===== src/rtl/sp_dram_word_port_if.sv =====
// Signal bundle between a kernel-side word requester, the word port adapter
// and the sp_dram line interface.
interface sp_dram_word_port_if #(
  parameter int ADDR_WIDTH = 27,
  parameter int WIDTH      = 32
);
  logic [ADDR_WIDTH-1:0] addr_in;
  logic [WIDTH-1:0]      din;
  logic                  we_in;
  logic                  re_in;
  logic                  ready_out;
  logic [WIDTH-1:0]      dout;
  logic                  dout_valid;
  logic [ADDR_WIDTH-3:0] mem_addr;
  logic [4*WIDTH-1:0]    mem_wdata;
  logic [15:0]           mem_mask;
  logic                  mem_we;
  logic                  mem_re;
  logic                  mem_full;
  logic [4*WIDTH-1:0]    mem_rdata;
  logic                  mem_ravail;

  // The adapter itself.
  modport slave (
    input  addr_in, din, we_in, re_in, mem_full, mem_rdata, mem_ravail,
    output ready_out, dout, dout_valid, mem_addr, mem_wdata, mem_mask, mem_we, mem_re
  );

  // Whatever surrounds the adapter: requester plus memory.
  modport master (
    output addr_in, din, we_in, re_in, mem_full, mem_rdata, mem_ravail,
    input  ready_out, dout, dout_valid, mem_addr, mem_wdata, mem_mask, mem_we, mem_re
  );
endinterface


===== src/rtl/sp_dram_word_port.sv =====
// Single-word read/write adapter onto the 128-bit masked line interface of sp_dram.
// One request in flight; commands wait while sp_dram reports full.
module sp_dram_word_port #(
  parameter int ADDR_WIDTH = 27,
  parameter int WIDTH      = 32
) (
  input logic                clk,
  input logic                rst,
  sp_dram_word_port_if.slave bus
);

  typedef enum logic [1:0] {IDLE, WRITE, READ_REQ, READ_WAIT} state_t;

  state_t                state_q, state_d;
  logic [ADDR_WIDTH-1:0] addr_q, addr_d;
  logic [WIDTH-1:0]      din_q, din_d;
  logic [WIDTH-1:0]      dout_q, dout_d;
  logic                  dout_valid_q, dout_valid_d;
  logic                  mem_we_c, mem_re_c;
  logic [WIDTH-1:0]      lane_rdata [4];
  logic [15:0]           mask_c;
  logic [4*WIDTH-1:0]    wdata_c;

  // Per-lane slicing: write data is replicated, the mask opens only the addressed lane.
  for (genvar gi = 0; gi < 4; gi++) begin : g_lane
    assign lane_rdata[gi]             = bus.mem_rdata[WIDTH*gi +: WIDTH];
    assign wdata_c[WIDTH*gi +: WIDTH] = din_q;
    assign mask_c[4*gi +: 4]          = {4{addr_q[1:0] == 2'(gi)}};
  end

  always_ff @(posedge clk or posedge rst) begin
    if (rst) begin
      state_q      <= IDLE;
      addr_q       <= '0;
      din_q        <= '0;
      dout_q       <= '0;
      dout_valid_q <= 1'b0;
    end else begin
      state_q      <= state_d;
      addr_q       <= addr_d;
      din_q        <= din_d;
      dout_q       <= dout_d;
      dout_valid_q <= dout_valid_d;
    end
  end

  always_comb begin
    state_d      = state_q;
    addr_d       = addr_q;
    din_d        = din_q;
    dout_d       = dout_q;
    dout_valid_d = 1'b0;
    mem_we_c     = 1'b0;
    mem_re_c     = 1'b0;
    case (state_q)
      IDLE: begin
        // A simultaneous read strobe is dropped in favour of the write.
        if (bus.we_in) begin
          addr_d  = bus.addr_in;
          din_d   = bus.din;
          state_d = WRITE;
        end else if (bus.re_in) begin
          addr_d  = bus.addr_in;
          state_d = READ_REQ;
        end
      end
      WRITE: begin
        mem_we_c = !bus.mem_full;
        if (!bus.mem_full) state_d = IDLE;
      end
      READ_REQ: begin
        mem_re_c = !bus.mem_full;
        if (!bus.mem_full) state_d = READ_WAIT;
      end
      READ_WAIT: begin
        if (bus.mem_ravail) begin
          dout_d       = lane_rdata[addr_q[1:0]];
          dout_valid_d = 1'b1;
          state_d      = IDLE;
        end
      end
      default: state_d = IDLE;
    endcase
  end

  assign bus.ready_out  = (state_q == IDLE);
  assign bus.dout       = dout_q;
  assign bus.dout_valid = dout_valid_q;
  assign bus.mem_addr   = addr_q[ADDR_WIDTH-1:2];
  assign bus.mem_wdata  = wdata_c;
  assign bus.mem_mask   = mask_c;
  assign bus.mem_we     = mem_we_c;
  assign bus.mem_re     = mem_re_c;

endmodule


===== src/flat_wrapper.sv =====
// flat-port wrapper written by rule: the top's interface ports become plain ports
module sp_dram_word_port_flat 
#(
  parameter int ADDR_WIDTH = 27,
  parameter int WIDTH      = 32
)
  (clk, rst, bus_addr_in, bus_din, bus_we_in, bus_re_in, bus_mem_full, bus_mem_rdata, bus_mem_ravail, bus_ready_out, bus_dout, bus_dout_valid, bus_mem_addr, bus_mem_wdata, bus_mem_mask, bus_mem_we, bus_mem_re);
  sp_dram_word_port_if #(.ADDR_WIDTH(ADDR_WIDTH), .WIDTH(WIDTH)) bus_i ();
  input logic clk;
  input logic rst;
  input wire logic [$bits(bus_i.addr_in)-1:0] bus_addr_in;
  input wire logic [$bits(bus_i.din)-1:0] bus_din;
  input wire logic [$bits(bus_i.we_in)-1:0] bus_we_in;
  input wire logic [$bits(bus_i.re_in)-1:0] bus_re_in;
  input wire logic [$bits(bus_i.mem_full)-1:0] bus_mem_full;
  input wire logic [$bits(bus_i.mem_rdata)-1:0] bus_mem_rdata;
  input wire logic [$bits(bus_i.mem_ravail)-1:0] bus_mem_ravail;
  output wire logic [$bits(bus_i.ready_out)-1:0] bus_ready_out;
  output wire logic [$bits(bus_i.dout)-1:0] bus_dout;
  output wire logic [$bits(bus_i.dout_valid)-1:0] bus_dout_valid;
  output wire logic [$bits(bus_i.mem_addr)-1:0] bus_mem_addr;
  output wire logic [$bits(bus_i.mem_wdata)-1:0] bus_mem_wdata;
  output wire logic [$bits(bus_i.mem_mask)-1:0] bus_mem_mask;
  output wire logic [$bits(bus_i.mem_we)-1:0] bus_mem_we;
  output wire logic [$bits(bus_i.mem_re)-1:0] bus_mem_re;
  assign bus_i.addr_in = bus_addr_in;
  assign bus_i.din = bus_din;
  assign bus_i.we_in = bus_we_in;
  assign bus_i.re_in = bus_re_in;
  assign bus_i.mem_full = bus_mem_full;
  assign bus_i.mem_rdata = bus_mem_rdata;
  assign bus_i.mem_ravail = bus_mem_ravail;
  assign bus_ready_out = bus_i.ready_out;
  assign bus_dout = bus_i.dout;
  assign bus_dout_valid = bus_i.dout_valid;
  assign bus_mem_addr = bus_i.mem_addr;
  assign bus_mem_wdata = bus_i.mem_wdata;
  assign bus_mem_mask = bus_i.mem_mask;
  assign bus_mem_we = bus_i.mem_we;
  assign bus_mem_re = bus_i.mem_re;
  sp_dram_word_port #(.ADDR_WIDTH(ADDR_WIDTH), .WIDTH(WIDTH)) u_core (.clk(clk), .rst(rst), .bus(bus_i));
endmodule

===== config.mk =====
export PLATFORM = sky130hd
export DESIGN_NAME = sp_dram_word_port_flat
export DESIGN_NICKNAME = d
export VERILOG_FILES = /design/src/rtl/sp_dram_word_port_if.sv /design/src/rtl/sp_dram_word_port.sv /design/src/flat_wrapper.sv
export SDC_FILE = /design/constraint.sdc
export NUM_CORES = 1
export LEC_CHECK = 0
export ABC_AREA = 1
export CAP_MARGIN = 20
export CORE_AREA = 3 3 152 154
export DETAILED_ROUTE_END_ITERATION = 10
export DIE_AREA = 0 0 155 157
export PLACE_DENSITY = 0.62
export RECOVER_POWER = 50
export SLEW_MARGIN = 30
export SYNTH_ARGS = -nofsm -noshare
export SYNTH_HDL_FRONTEND = slang
export SYNTH_SLANG_ARGS = --single-unit

===== constraint.sdc =====
create_clock -name clk -period 2.6 [get_ports clk]
set_input_delay 0.26 -clock clk [delete_from_list [all_inputs] [get_ports clk]]
set_output_delay 0.26 -clock clk [all_outputs]
set_load 0.03 [all_outputs]

==> metrics.cfg <==
[run_status]
outcome=finished clean

[synthesis]
synth.distinct_cells=20
syn_inst=870
yosys.area.top_type=dfrtp_1
ys_ff_latch=94
synth_nets=1063
synth_top_area_share_pct=39.32
synth_area_per_cell_sq_um=6.876
synth_warnings=0
yosysSeqAreaShare_pct=39.32
synth_area_sq_um=5982
synth_area_leaders=dfrtp_1 (39%), nand2_1 (31%), buf_4 (17%)

[drt]
ant_nets=0
wl_per_cell_um=14.40
viasPerCell=4.114
first_pass_iters=4
vias=5747
routed_wl_um=20120
drt_iter0_markers=188
drc=0

[sta]
min_period_ps=2268
skew_ps=11.55
period_share_pct=87.23
max_freq_mhz=440.9
slew_headroom_pct=22.83
whs_ps=461.4
worst_slew_pin_slew_ps=1157
drv_slew=0
rsz0062_at_grt=false
setup_viol=0
tns_ps=0
finalHoldViolCount=0

[worst_setup_path]
cp.required_ps=2340
startpoint=u_core.addr_q[1]
worstSetupPathType=flop to output port
cp_slowest_stage_delay_ps=360
arrival_ps=2010
cp_slowest_cell=buf_4
reg2reg_from=u_core.state_q[1]
critPathTopFamily=buffers and inverters
crit_top_cell=buf_4
crit_chain=buf_4 > clkinv_1 > buf_4 > nor2_1 > buf_4
worstSetupEndpointType=output port
crit_buf_inv=4
cp_max_fo=35
critPathLaunchType=flop

[clocking]
postCtsResizedCells=0
cts_max_level=3
hold_buffers=0
cts_sinks=94
cts_tree=yes
post-cts-setup-buffers=0
clk_latency_ps=350
cts.path.max_buffers=2
cts_root_buf=clkbuf_16
cts_buffers=9
clk_pin_slew_ps=80

[layout]
final_cell_mix=nand2_1 (488), clkdlybuf4s50_1 (335), dfrtp_1 (93)
layout.nets=1305
fin_util_pct=42.99
antenna_cells=0
final_layout_size_suffix_gt1_share_pct=3.671
fin_cells=1397
syn_to_final_growth_pct=56.83
final_common_cell=nand2_1
fillCellCount=2212

[power]
leakage_nw=4.696
ir_drop_v=0.0005926
finalPower_mw=12.65
p_per_area_nw_per_um2=1348

[placed_design]
gp_congestion=0.8015
place_hpwl_um=15500
dp.cells=1381
portBuffers=397

[floorplanning]
die_area_sq_um=24340
die_w_um=155
start_util_pct=27.41
design.core.area_sq_um=21820
rows=54
die_y_um=157
io_pins=398

[worst_hold_path]
hp-class=primary input to flop
hp-start=bus_addr_in[21]

[global_route]
grt_pass1_vias=5405
gr-total-overflow=0
gr-usage-all-layers_pct=15.70
grt_start_max_net_pins=60
grt_pass1_wl_um=30590
antenna_found_initial=0

[flow_run]
drv_cap=0

[flip-flops by register name, indices dropped and copies added, names as in the netlist]
name	flops
u_core.bus.dout	32
u_core.din_q	32
u_core.addr_q	27
u_core.state_q	2
u_core.bus.dout_valid	1
[worst min-delay path: cells and delay by family]
family,cells,cell delay (ps)
AOI/OAI and AO/OA,1,70
buffers and inverters,2,430
[layer usage]
metal / up-vias / wire length (um) / track usage, %
li1: 2980 / - / -
met1: 2545 / 8091 / 19.28
met2: 203 / 10370 / 27.73
met3: 19 / 1302 / 3.602
met4: 0 / 351 / 4.289
met5: - / 0 / 0
[stage by stage]
| stage | cell area [sq um] | setup slack [ps] |
|---|---|---|
| floorplan | 5986 | 772.4 |
| global placement | 9130 | 669.8 |
| detailed placement | 9130 | 674.1 |
| CTS | 9428 | 275.1 |
| global route | 9382 | 117.3 |
| finish | 9382 | 331.9 |
[final cells by class]
type,instances,area (sq um),share of cell area [%]
Clock buffer,9,225.2,2.401
Clock inverter,7,72.57,0.7735
Inverter,33,125.1,1.334
Multi-Input combinational cell,565,2221,23.67
Sequential cell,94,2354,25.09
Tap cell,280,350.3,3.734
Timing Repair Buffer,409,4034,43.00
[Yosys cell counts]
| cell | instances |
|---|---|
| nand2_1 | 487 |
| buf_4 | 135 |
| dfrtp_1 | 94 |
| nand3_1 | 37 |
| inv_1 | 30 |
| buf_2 | 29 |
| o21ai_0 | 18 |
| nor2_1 | 8 |
| buf_6 | 7 |
| o21ai_1 | 7 |
| clkbuf_1 | 5 |
| a21oi_1 | 3 |
| buf_1 | 2 |
| inv_2 | 2 |
| clkinv_1 | 1 |
| nand2_2 | 1 |
| nor2_4 | 1 |
| nor2_8 | 1 |
| nor3_1 | 1 |
| o21ai_4 | 1 |
[power breakdown]
group / switching [mW] / internal, mW / total, mW / leakage, nW
sequential: 0.610 / 2.13 / 2.74 / 1.17
clock: 0.650 / 0.680 / 1.33 / 0.143
combinational: 5.35 / 3.23 / 8.57 / 3.38
total: 6.61 / 6.04 / 12.6 / 4.70
[cell families (layout without fill, tap and decap cells)]
logic type	after synthesis	in the layout	synth area share [%]
simple gates	536	536	34.87
buf+inv	211	458	23.20
compound gates	29	29	2.615
flops	94	94	39.32
[path summary, 6_finish.rpt]
| kind | end | slack [ps] | cells past startpoint |
|---|---|---|---|
| max reg2reg | u_core.addr_q[0] | 720 | 5 |
| min reg2reg | u_core.bus.dout[27] | 470 | 2 |
| max in group asynchronous | u_core.bus.dout[22] | 490 | 3 |
| max | bus_mem_mask[10] | 330 | 5 |
| min in group asynchronous | u_core.addr_q[23] | 510 | 2 |
| min | u_core.addr_q[21] | 460 | 3 |
No activity file was read; power rests on OpenSTA's default activity.
